### src/rtl/bcd_pkg.sv
// Shared types and constants for the binary<->BCD converter.
// Digit count is derived from operand width via digits_f.
package bcd_pkg;

  typedef enum logic [1:0] {
    IDLE,
    LOAD,
    RUN,
    DONE
  } state_e;

  localparam logic MODE_B2B = 1'b0;
  localparam logic MODE_D2B = 1'b1;
  localparam int   DIGIT_W  = 4;

  // ceil(log10(2^w)) approximation
  function automatic int digits_f(input int w);
    return ((w * 1233) >> 12) + 1;
  endfunction

endpackage

### src/rtl/bin_bcd_conv_if.sv
// Start/done request bundle between a client and the converter.
// master = client side, slave = converter side.
interface bin_bcd_conv_if
  import bcd_pkg::*;
#(
  parameter int BIN_W = 16
);

  localparam int BCD_W = DIGIT_W * digits_f(BIN_W);

  logic             start;
  logic             mode;
  logic [BIN_W-1:0] bin_in;
  logic [BCD_W-1:0] bcd_in;
  logic             ready;
  logic             busy;
  logic             done;
  logic             err;
  logic [BIN_W-1:0] bin_out;
  logic [BCD_W-1:0] bcd_out;

  modport master (
    output start, mode, bin_in, bcd_in,
    input  ready, busy, done, err,
    input  bin_out, bcd_out
  );

  modport slave (
    input  start, mode, bin_in, bcd_in,
    output ready, busy, done, err,
    output bin_out, bcd_out
  );

endinterface

### src/rtl/bcd_digit_adj.sv
// Per-digit dabble correction: +3 above 4 going to BCD,
// -3 at 8 and above coming back from BCD.
module bcd_digit_adj
  import bcd_pkg::*;
(
  input  logic               dir,
  input  logic [DIGIT_W-1:0] din,
  output logic [DIGIT_W-1:0] dout
);

  always_comb begin
    dout = din;
    if (dir == MODE_B2B) begin
      if (din > 4'd4) dout = din + 4'd3;
    end else begin
      if (din >= 4'd8) dout = din - 4'd3;
    end
  end

endmodule

### src/rtl/bin_bcd_conv.sv
// Iterative bidirectional binary<->BCD converter, one bit
// per cycle through a shared scratch register.
module bin_bcd_conv
  import bcd_pkg::*;
#(
  parameter int BIN_W = 16
) (
  input logic            clk,
  input logic            reset,
  bin_bcd_conv_if.slave  io
);

  localparam int DIGITS = digits_f(BIN_W);
  localparam int BCD_W  = DIGIT_W * DIGITS;
  localparam int SCR_W  = BCD_W + BIN_W;
  localparam int CNT_W  = $clog2(BIN_W + 1);

  state_e            state_q, state_d;
  logic [SCR_W-1:0]  scr_q, scr_d;
  logic [CNT_W-1:0]  cnt_q, cnt_d;
  logic              mode_q, mode_d;
  logic              err_int_q, err_int_d;
  logic              err_q, err_d;
  logic [BIN_W-1:0]  bin_out_q, bin_out_d;
  logic [BCD_W-1:0]  bcd_out_q, bcd_out_d;

  logic [SCR_W-1:0]  shr;
  logic [SCR_W-1:0]  iter;
  logic [BCD_W-1:0]  adj_in;
  logic [BCD_W-1:0]  adj_out;
  logic              bad_digit;

  assign shr    = scr_q >> 1;
  assign adj_in = (mode_q == MODE_D2B) ? shr[SCR_W-1:BIN_W]
                                       : scr_q[SCR_W-1:BIN_W];

  for (genvar g = 0; g < DIGITS; g++) begin : g_adj
    bcd_digit_adj u_adj (
      .dir  (mode_q),
      .din  (adj_in[g*DIGIT_W +: DIGIT_W]),
      .dout (adj_out[g*DIGIT_W +: DIGIT_W])
    );
  end

  // B2B adjusts before the shift, D2B after it
  always_comb begin
    if (mode_q == MODE_D2B) iter = {adj_out, shr[BIN_W-1:0]};
    else                    iter = {adj_out, scr_q[BIN_W-1:0]} << 1;
  end

  always_comb begin
    bad_digit = 1'b0;
    for (int i = 0; i < DIGITS; i++) begin
      if (scr_q[BIN_W + i*DIGIT_W +: DIGIT_W] > 4'd9) bad_digit = 1'b1;
    end
  end

  always_comb begin
    state_d   = state_q;
    scr_d     = scr_q;
    cnt_d     = cnt_q;
    mode_d    = mode_q;
    err_int_d = err_int_q;
    err_d     = err_q;
    bin_out_d = bin_out_q;
    bcd_out_d = bcd_out_q;
    unique case (state_q)
      IDLE: begin
        if (io.start) begin
          state_d = LOAD;
          mode_d  = io.mode;
          err_d   = 1'b0;
          if (io.mode == MODE_D2B) scr_d = {io.bcd_in, {BIN_W{1'b0}}};
          else                     scr_d = {{BCD_W{1'b0}}, io.bin_in};
        end
      end
      LOAD: begin
        state_d   = RUN;
        cnt_d     = CNT_W'(BIN_W);
        err_int_d = (mode_q == MODE_D2B) && bad_digit;
      end
      RUN: begin
        scr_d = iter;
        cnt_d = cnt_q - CNT_W'(1);
        if (cnt_q == CNT_W'(1)) begin
          state_d = DONE;
          if (mode_q == MODE_B2B) begin
            bcd_out_d = iter[SCR_W-1:BIN_W];
            bin_out_d = '0;
            err_d     = 1'b0;
          end else begin
            bcd_out_d = '0;
            // leftover BCD weight means the value exceeds BIN_W bits
            if (err_int_q || (|iter[SCR_W-1:BIN_W])) begin
              err_d     = 1'b1;
              bin_out_d = '0;
            end else begin
              err_d     = 1'b0;
              bin_out_d = iter[BIN_W-1:0];
            end
          end
        end
      end
      DONE: state_d = IDLE;
      default: state_d = IDLE;
    endcase
  end

  always_ff @(posedge clk) begin
    if (!reset) begin
      state_q   <= IDLE;
      scr_q     <= '0;
      cnt_q     <= '0;
      mode_q    <= MODE_B2B;
      err_int_q <= 1'b0;
      err_q     <= 1'b0;
      bin_out_q <= '0;
      bcd_out_q <= '0;
    end else begin
      state_q   <= state_d;
      scr_q     <= scr_d;
      cnt_q     <= cnt_d;
      mode_q    <= mode_d;
      err_int_q <= err_int_d;
      err_q     <= err_d;
      bin_out_q <= bin_out_d;
      bcd_out_q <= bcd_out_d;
    end
  end

  assign io.ready   = (state_q == IDLE);
  assign io.busy    = (state_q == LOAD) || (state_q == RUN);
  assign io.done    = (state_q == DONE);
  assign io.err     = err_q;
  assign io.bin_out = bin_out_q;
  assign io.bcd_out = bcd_out_q;

endmodule
### src/flat_wrapper.sv
// flat-port wrapper written by rule: the top's interface ports become plain ports
module bin_bcd_conv_flat import bcd_pkg::*;
#(
  parameter int BIN_W = 16
)
  (clk, reset, io_start, io_mode, io_bin_in, io_bcd_in, io_ready, io_busy, io_done, io_err, io_bin_out, io_bcd_out);
  bin_bcd_conv_if #(.BIN_W(BIN_W)) io_i ();
  input logic clk;
  input logic reset;
  input wire logic [$bits(io_i.start)-1:0] io_start;
  input wire logic [$bits(io_i.mode)-1:0] io_mode;
  input wire logic [$bits(io_i.bin_in)-1:0] io_bin_in;
  input wire logic [$bits(io_i.bcd_in)-1:0] io_bcd_in;
  output wire logic [$bits(io_i.ready)-1:0] io_ready;
  output wire logic [$bits(io_i.busy)-1:0] io_busy;
  output wire logic [$bits(io_i.done)-1:0] io_done;
  output wire logic [$bits(io_i.err)-1:0] io_err;
  output wire logic [$bits(io_i.bin_out)-1:0] io_bin_out;
  output wire logic [$bits(io_i.bcd_out)-1:0] io_bcd_out;
  assign io_i.start = io_start;
  assign io_i.mode = io_mode;
  assign io_i.bin_in = io_bin_in;
  assign io_i.bcd_in = io_bcd_in;
  assign io_ready = io_i.ready;
  assign io_busy = io_i.busy;
  assign io_done = io_i.done;
  assign io_err = io_i.err;
  assign io_bin_out = io_i.bin_out;
  assign io_bcd_out = io_i.bcd_out;
  bin_bcd_conv #(.BIN_W(BIN_W)) u_core (.clk(clk), .reset(reset), .io(io_i));
endmodule
### config.mk
export PLATFORM = sky130hd
export DESIGN_NAME = bin_bcd_conv_flat
export DESIGN_NICKNAME = d
export VERILOG_FILES = /design/src/rtl/bcd_pkg.sv /design/src/rtl/bin_bcd_conv_if.sv /design/src/rtl/bcd_digit_adj.sv /design/src/rtl/bin_bcd_conv.sv /design/src/flat_wrapper.sv
export SDC_FILE = /design/constraint.sdc
export NUM_CORES = 1
export LEC_CHECK = 0
export ABC_AREA = 1
export CORE_ASPECT_RATIO = 0.9
export CORE_MARGIN = 5
export CORE_UTILIZATION = 59
export DETAILED_ROUTE_END_ITERATION = 10
export PLACE_DENSITY = 0.86
export SYNTH_ARGS = -nofsm -noshare
export SYNTH_HDL_FRONTEND = slang
export SYNTH_SLANG_ARGS = --single-unit
### constraint.sdc
create_clock -name clk -period 4.86 [get_ports clk]
set_input_delay 0.972 -clock clk [delete_from_list [all_inputs] [get_ports clk]]
set_output_delay 0.972 -clock clk [all_outputs]
set_load 0.02 [all_outputs]
## Word-level counts from Yosys, hierarchy flattened

Index checks and enable logic that the tools add are counted.

- Flip-flop bits (word level): 82

- Mux-type cells: 37
- Eq/ne operators: 6
- Order comparisons: 15
- Add/subtract/negate cells: 11
- Reduce and logical (&&, ||, !) cells: 12

Operators with widths:

| operator | number |
|---|---|
| two-way mux 36 bit | 3 |
| case mux 36 bit (2 select lines) | 1 |
| two-way mux 4 bit | 15 |
| two-way mux 20 bit | 2 |
| two-way mux 16 bit | 2 |
| adder 4 x 2 -> 4 bit (second input constant) | 5 |
| >= comparator 4 bit (second input constant) | 5 |
| > comparator 4 x 3 -> 1 bit (second input constant) | 5 |
| > comparator 4 bit (second input constant) | 5 |
| OR reduction 20 bit | 1 |
| subtractor 4 x 2 -> 4 bit (second input constant) | 5 |
| case mux 5 bit (2 select lines) | 1 |
| two-way mux 1 bit | 9 |
| case mux 2 bit (4 select lines) | 1 |
| AND reduction 2 bit | 4 |
| equality test 5 x 1 -> 1 bit (second input constant) | 1 |
| subtractor 5 x 1 -> 5 bit (second input constant) | 1 |
| equality test 2 bit (second input constant) | 2 |
| two-way mux 2 bit | 2 |
| nonzero test 2 bit | 2 |
| AND reduction 3 bit | 1 |
| equality test 2 x 1 -> 1 bit (second input constant) | 1 |
| logical NOT 2 bit | 1 |
| logical OR 1 bit | 2 |
| 4 further kinds | 4 |

## Depth between registers and ports, before layout

Gate-level depths: netlist of the first run.

- Depth after elaboration: 11
- Mapped depth: 19
- Mapped depth without buffers: 17

## Modules after synthesis

A second synthesis of the first run with hierarchy kept.

- Cell total of the unflattened synthesis: 775
- Area total of the unflattened synthesis: 5,101.1 um2

By module, submodules not included:

| module | instances | area each (um2) | cells each |
|---|---|---|---|
| bin_bcd_conv | 1 | 4,194.0 | 610 |
| bcd_digit_adj | 5 | 181.4 | 33 |

## Worst setup path after synthesis of the first run

No wires, ideal clock.

- Path kind: reg2reg
- From: register u_core.mode_q
- To: register u_core.bin_out_q[10] (netlist: u_core.io.bin_out[10])
- Cell stages (with the launch flop): 18
- Library setup time: 0.070 ns
- Path buffers: 5
- Data arrival time: 2.450 ns
- Slack: 2.340 ns
- Cells stage by stage: dfxtp_1 buf_6 buf_4 clkbuf_1 clkbuf_1 o21a_1 ha_1 nand2_2 nand2_1 nand2_1 nand3_1 nand2_1 nor2_1 nand2_1 nor2_4 buf_6 nand4_1 a21oi_1

- Cells in the longest elaborated chain, start to end: 9

RTL lines:

| item | RTL line | RTL |
|---|---|---|
| from (decl) | bin_bcd_conv.sv:21 | `logic mode_q, mode_d;` |
| from (signal assigned) | bin_bcd_conv.sv:123 | `mode_q <= mode_d;` |
| two-way mux 20 bit | bin_bcd_conv.sv:34 | `assign adj_in = (mode_q == MODE_D2B) ? shr[SCR_W-1:BIN_W]` |
| adder 4 x 2 -> 4 bit (tied with other cells) | bcd_digit_adj.sv:14 | `if (din > 4'd4) dout = din + 4'd3;` |
| two-way mux 4 bit (on tied branches) | bcd_digit_adj.sv:14, bcd_digit_adj.sv:16 |  |
| two-way mux 4 bit | bcd_digit_adj.sv:13 | `if (dir == MODE_B2B) begin` |
| two-way mux 36 bit | bin_bcd_conv.sv:47 | `if (mode_q == MODE_D2B) iter = {adj_out, shr[BIN_W-1:0]};` |
| OR reduction 20 bit | bin_bcd_conv.sv:94 | `if (err_int_q \|\| (\|iter[SCR_W-1:BIN_W])) begin` |
| logical OR 1 bit | bin_bcd_conv.sv:94 |  |
| two-way mux 16 bit | bin_bcd_conv.sv:94 |  |
| two-way mux 16 bit (*) | bin_bcd_conv.sv:87 | `if (mode_q == MODE_B2B) begin` |
| to (signal assigned) | bin_bcd_conv.sv:126 | `bin_out_q <= bin_out_d;` |
| to (decl) | bin_bcd_conv.sv:24 | `logic [BIN_W-1:0] bin_out_q, bin_out_d;` |

Every way passes the cells marked *; elsewhere a longest branch is shown, timed or not.
A chain may end at the register's enable or synchronous reset.

## Worst setup path in the final report of the first run

- From: register u_core.mode_q
- To: register u_core.err_q (netlist: u_core.io.err)

- Cells in the longest elaborated chain, start to end: 11

RTL lines:

| item | RTL line | RTL |
|---|---|---|
| two-way mux 20 bit | bin_bcd_conv.sv:34 |  |
| adder 4 x 2 -> 4 bit (tied with other cells) | bcd_digit_adj.sv:14 |  |
| two-way mux 4 bit (on tied branches) | bcd_digit_adj.sv:14, bcd_digit_adj.sv:16 |  |
| two-way mux 4 bit | bcd_digit_adj.sv:13 |  |
| two-way mux 36 bit | bin_bcd_conv.sv:47 |  |
| OR reduction 20 bit | bin_bcd_conv.sv:94 |  |
| logical OR 1 bit | bin_bcd_conv.sv:94 |  |
| two-way mux 1 bit | bin_bcd_conv.sv:94 |  |
| two-way mux 1 bit (*) | bin_bcd_conv.sv:87 |  |
| two-way mux 1 bit (*) | bin_bcd_conv.sv:85 | `if (cnt_q == CNT_W'(1)) begin` |
| case mux 1 bit (2 select lines) (*) | bin_bcd_conv.sv:67 | `unique case (state_q)` |
| to (signal assigned) | bin_bcd_conv.sv:125 | `err_q <= err_d;` |
| to (decl) | bin_bcd_conv.sv:23 | `logic err_q, err_d;` |

Every way passes the cells marked *; elsewhere a longest branch is shown, timed or not. The select of a mux whose other input is x is not followed.

==> metrics, run 1 <==
status complete, no violations; number of I/O pins 80; RSZ-0062 raised after global routing false; Inserted Diodes 0; clock tree buffer depth 2; number of synthesized flops with an enable pin 0; Post-Syn Nets 815; Detailed Place HPWL 9850 µm; Leak 2.47 nW; WHS Endpoint u_core.io.bin_out[4]; clock sink total 82; CP most frequent cell nand2_1; r2r worst-path depth 16; nets 868; layout cells sized above 1 7.37%; Setup CP Type reg2reg; initial antenna violation count 0; Initial Util 59.8%; delay-heaviest family, CP simple AND/OR/NAND/NOR gates; die height 97.8 µm; CTS Root Buffer Type clkbuf_8; H-tree Lvls 3; fmax 0.316 GHz; worst-path cell with the longest stage delay dfxtp_2; Pwr Density 578 mW/mm²; Setup TNS Final 0 ns; RePlAce Congestion 0.970; drt pass-1 iters 8; cells after synthesis 756; Largest stage delay, worst path 0.76 ns; Crit. End Element register; worst vdd ir 0.407 mV; CP bufs+invs 2; port bufs 79; Die X-Extent 108 µm; Hold Crit Depth 2; first-pass GRT wire length 22,700 µm; Cells after DPL 917; slew margin rel. 29.4%; CTS tree done; Worst Path Required 5.07 ns; CP Data Arrival Time 3.38 ns; Main synth FF type dfxtp_1; number of global-route vias before repair 4,923; Worst setup SP type register; Fill cells 722; min-delay src u_core.io.bin_out[4]; CTS Hold Bufs 0; DRC viols 0; post-route ant nets 0; Worst-Skew Late Latency 0.37 ns; Synth Cell Area 0.00505 mm²; asr flop ratio synth 0%; worst-path cell chain inv_6 -> nand2_1 -> nand2_1 -> ha_1 -> inv_1 -> nand3_1 -> nand3_1 -> nand2_1 -> nand2_1 -> nand2_1 -> nor2_1 -> nand2_1 -> nor2_4 -> nand3_1 -> nand2_1 -> a21oi_1; Worst-Margin Slew 1.06 ns; Worst Path Max Fanout 49; Via Count 5,369; number of setup buffers added after CTS 0; Register Area 0.00164 mm²; Hold Crit Class reg2reg; FF-to-FF Start u_core.mode_q; Yosys reg bits 82; reg2reg end u_core.io.err; DRT Wirelength 14,000 µm; Worst R2R Setup Slack 1.69 ns; critical path startpoint u_core.mode_q; grt ovf 0; Worst-path clk slew 0.09 ns; final cell count without fillers 933; Rows 32; largest net degree at the start of global routing 60; maxcap violations 0; Post-CTS Resized 0; area grow syn2layout 18.4%; Netlist cell types 38; fin crit share 65.2%; core footprint 0.00845 mm²; vias per inst 5.75; sequential fraction of the synthesis area 32.5%; Hold Fails Final Rpt 0; worst clock skew 0.0137 ns; TritonCTS buffer count 9; multi-input gate area in the final layout 0.00289 mm²; gr usage total 26.2%; yosys warns 0; Avg Cell Area, Syn 6.68 µm²; DIE AREA 0.0105 mm²; Iter 0 DRT Violations 512; min cycle time layout 3.17 ns; Pins Over Slew Limit 0; Final Core Density 70.8%; wire per inst 15.0 µm; final setup fails 0
==> worst max path at each step <==
stage | slack, ns | endpoint | cells after the start
finish | 1.69 | u_core.io.err | 16
global route | 1.33 | u_core.io.bin_out[9] | 16
CTS | 1.76 | u_core.io.bin_out[9] | 16
detailed placement | 1.64 | u_core.scr_q[21] | 3
global placement | 1.68 | u_core.scr_q[28] | 3
floorplan | 2.34 | u_core.io.bin_out[10] | 17
==> registers in the layout, indices dropped and copies added, names as in the netlist <==
signal             count
u_core.io.err          1
u_core.io.bin_out     16
u_core.mode_q          1
u_core.state_q         2
u_core.io.bcd_out     20
u_core.cnt_q           5
u_core.scr_q          36
u_core.err_int_q       1
==> area by class of cell <==
type | count | area share [%]
multi-input cells | 559 | 48.4
flip-flops and latches | 82 | 27.5
repair buffers | 86 | 14.1
inverters | 71 | 4.54
well taps | 119 | 2.49
clock buffers | 9 | 2.07
clock inverters | 7 | 0.983
==> stage by stage <==
stage	instance area, µm²	setup slack, ns	hold slack (ns)	total power, mW
6_report	5980	1.69	0.471	3.46
5_1_grt	5980	1.33	0.487	3.74
4_1_cts	5980	1.76	0.473	3.42
3_5_place_dp	5800	1.64	0.460	2.94
3_3_place_gp	5800	1.68	0.454	2.86
2_1_floorplan	5050	2.34	0.453	2.52
==> metal layers <==
layer	vias up	GRT usage (%)	part of all wire, %
met5	-	0	0
li1	2624	-	-
met4	0	8.25	1.8
met3	32	4.89	8.6
met1	2472	34.1	41
met2	241	43.8	48
==> worst register-to-register path: stages, from the launching register on <==
cell and delay [ns]:
dfxtp_2 0.76, inv_6 0.32, nand2_1 0.17, nand2_1 0.12, ha_1 0.25, inv_1 0.15, nand3_1 0.12, nand3_1 0.12
nand2_1 0.06, nand2_1 0.08, nand2_1 0.08, nor2_1 0.09, nand2_1 0.09, nor2_4 0.35, nand3_1 0.13, nand2_1 0.08
a21oi_1 0.06
==> report_power, final <==
part / switching, mW / internal (mW)
clock: 0.283 / 0.195
combinational: 1.37 / 0.646
sequential: 0.137 / 0.825
==> placed cells by master, fill, tap and decap left out, types with 5 or more instances in the layout <==
master	count
nand3_2	5
nor2_1	56
dfxtp_1	81
nand3_1	28
buf_4	7
a21oi_1	90
clkbuf_8	9
a221oi_1	31
clkdlybuf4s50_1	79
nand4_1	20
nand2_2	13
inv_1	64
nand2_1	211
ha_1	19
nand2_4	6
o21ai_0	50
==> synthesized netlist by cell type (all sizes together) (4+ instances only) <==
cell type  number  area share [%]
a21oi          91             9.1
nand4          20             2.5
dfxtp          82              32
a221oi         31             5.4
nor3            4            0.40
buf            18             3.0
o21ai          56             5.7
ha             19             4.7
nand2         230              19
inv            70             5.3
nor2           59             4.8
clkbuf         26             1.9
nand3          33             3.8
==> cells by family after synthesis <==
logic type	count (synthesis)	share of synthesized area (%)
buf+inv	115	10.3
simple gates	350	30.6
compound gates	189	21.7
xor+xnor	1	0.173
fa+ha+maj	19	4.70
flops	82	32.5
Note: power is estimated with default switching activity, not from simulation.
==> run 2: changes to the inputs <==
CORE_UTILIZATION = 54   (was 59)
PLACE_DENSITY = 0.79   (was 0.86)
clock period = 2.95 ns   (was 4.86 ns; I/O delays follow)
==> metrics, run 2 (synthesis gave the netlist of run 1 again) <==
Worst-Skew Late Latency 0.36 ns (was 0.37 ns); Inserted Diodes 0 (unchanged); Initial Util 55.4% (was 59.8%); core footprint 0.00913 mm² (was 0.00845 mm²); clock sink total 82 (unchanged); TritonCTS buffer count 9 (unchanged); Hold Crit Depth 2 (unchanged); final setup fails 0 (unchanged); RePlAce Congestion 1.00 (was 0.970); final setup margin 0.275 ns (was 1.69 ns); Worst setup SP type register (unchanged); wire per inst 15.3 µm (was 15.0 µm); H-tree Lvls 3 (unchanged); Hold Crit Class reg2reg (unchanged); fin crit share 90.7% (was 65.2%); commonest non-fill, non-tap cell in the layout nand2_1 (unchanged); slew margin rel. 62.8% (was 29.4%); drt pass-1 iters 7 (was 8); CTS Root Buffer Type clkbuf_8 (unchanged); number of setup buffers added after CTS 0 (unchanged); number of global-route vias before repair 4,946 (was 4,923); most frequent cells in the layout 211 x nand2_1, 90 x a21oi_1, 81 x dfxtp_1, 79 x clkdlybuf4s50_1, 64 x inv_1 (unchanged); Worst-Margin Slew 0.555 ns (was 1.06 ns); Hold Fails Final Rpt 0 (unchanged); Worst Path Max Fanout 36 (was 49); Die X-Extent 112 µm (was 108 µm); RSZ-0062 raised after global routing false (unchanged); Top reg by flops u_core.scr_q (unchanged); Worst-path clk slew 0.10 ns (was 0.09 ns); port bufs 79 (unchanged); grt ovf 0 (unchanged); Pwr Density 980 mW/mm² (was 578 mW/mm²); post-route ant nets 0 (unchanged); Cells after DPL 930 (was 917); Leak 2.56 nW (was 2.47 nW); CP Data Arrival Time 2.95 ns (was 3.38 ns); Pins Over Slew Limit 0 (unchanged); status complete, no violations (unchanged); clock tree buffer depth 2 (unchanged); WHS 0.466 ns (was 0.471 ns); DRC viols 0 (unchanged); Rows 33 (was 32); final cell count without fillers 945 (was 933); final instance area 0.00615 mm² (was 0.00598 mm²); initial antenna violation count 0 (unchanged); Iter 0 DRT Violations 488 (was 512); largest net degree at the start of global routing 56 (was 60); worst clock skew 0.0171 ns (was 0.0137 ns); Fill cells 787 (was 722); die height 102 µm (was 97.8 µm); Post-Place Setup Slack 0.239 ns (was 1.64 ns); Setup CP Type reg2reg (unchanged); Via Count 5,425 (was 5,369); nets 878 (was 868); CTS tree done (unchanged); DIE AREA 0.0114 mm² (was 0.0105 mm²); gr usage total 24.7% (was 26.2%); area grow syn2layout 21.7% (was 18.4%); max reg flops 36 (unchanged); Detailed Place HPWL 10,300 µm (was 9850 µm); vias per inst 5.74 (was 5.75); Setup TNS Final 0 ns (unchanged); Final Core Density 67.4% (was 70.8%); r2r worst-path depth 17 (was 16); maxcap violations 0 (unchanged); number of I/O pins 80 (unchanged); layout cells sized above 1 8.51% (was 7.37%); Worst Path Required 3.23 ns (was 5.07 ns); fmax 0.374 GHz (was 0.316 GHz); Crit. End Element register (unchanged); first-pass GRT wire length 23,200 µm (was 22,700 µm); DRT Wirelength 14,500 µm (was 14,000 µm); min cycle time layout 2.67 ns (was 3.17 ns); worst vdd ir 0.742 mV (was 0.407 mV); Pwr Total 6.02 mW (was 3.46 mW); area post-placement 0.00590 mm² (was 0.00580 mm²)
==> run 2: layout make-up <==
cell class              count  area, µm²  share of cell area, %
inverters                  71        272                   4.42
repair buffers             96        947                   15.4
clock buffers               9        124                   2.01
flip-flops and latches     82       1650                   26.8
well taps                 122        153                   2.48
multi-input cells         559       2890                   47.0
clock inverters             6        116                   1.89
==> run 2: final timing paths <==
kind	start	to	slack, ns
max reg2reg	u_core.mode_q	u_core.io.bin_out[0]	0.28
max	u_core.mode_q	u_core.io.bin_out[0]	0.28
min reg2reg	u_core.io.bin_out[2]	u_core.io.bin_out[2]	0.47
min	u_core.io.bin_out[2]	u_core.io.bin_out[2]	0.47
==> run 2: metal layers <==
layer	part of all wire (%)	global-route usage (%)	vias to the layer above
met1	43	31.2	2475
met5	0	0	-
met2	46	42.2	259
met3	7.8	4.78	41
met4	2.9	9.24	0
li1	-	-	2650
==> run 2: critical path: stages, from the launching register on <==
cell and delay (ns):
dfxtp_4 0.44, inv_6 0.14, buf_4 0.20, nand2_1 0.08
nand2_1 0.11, ha_1 0.24, inv_1 0.12, nand3_1 0.09
nand2_1 0.07, inv_1 0.04, nand2_1 0.11, nand2_1 0.08
nor2_1 0.13, nand3_2 0.11, nor2_4 0.10, buf_4 0.21
nand4_1 0.16, a21oi_1 0.16
==> run 2: repair_timing <==
item	CTS	global route
hold buffers	0	0
endpoints found under the setup margin	0	9
resized for setup	0	2
==> run 2: where the power goes <==
group | leakage, nW | internal, mW | switching [mW] | total [mW]
logic | 1.77 | 1.15 | 2.31 | 3.46
registers | 0.670 | 1.36 | 0.204 | 1.56
clock network | 0.119 | 0.562 | 0.437 | 0.999
total | 2.56 | 3.07 | 2.95 | 6.02
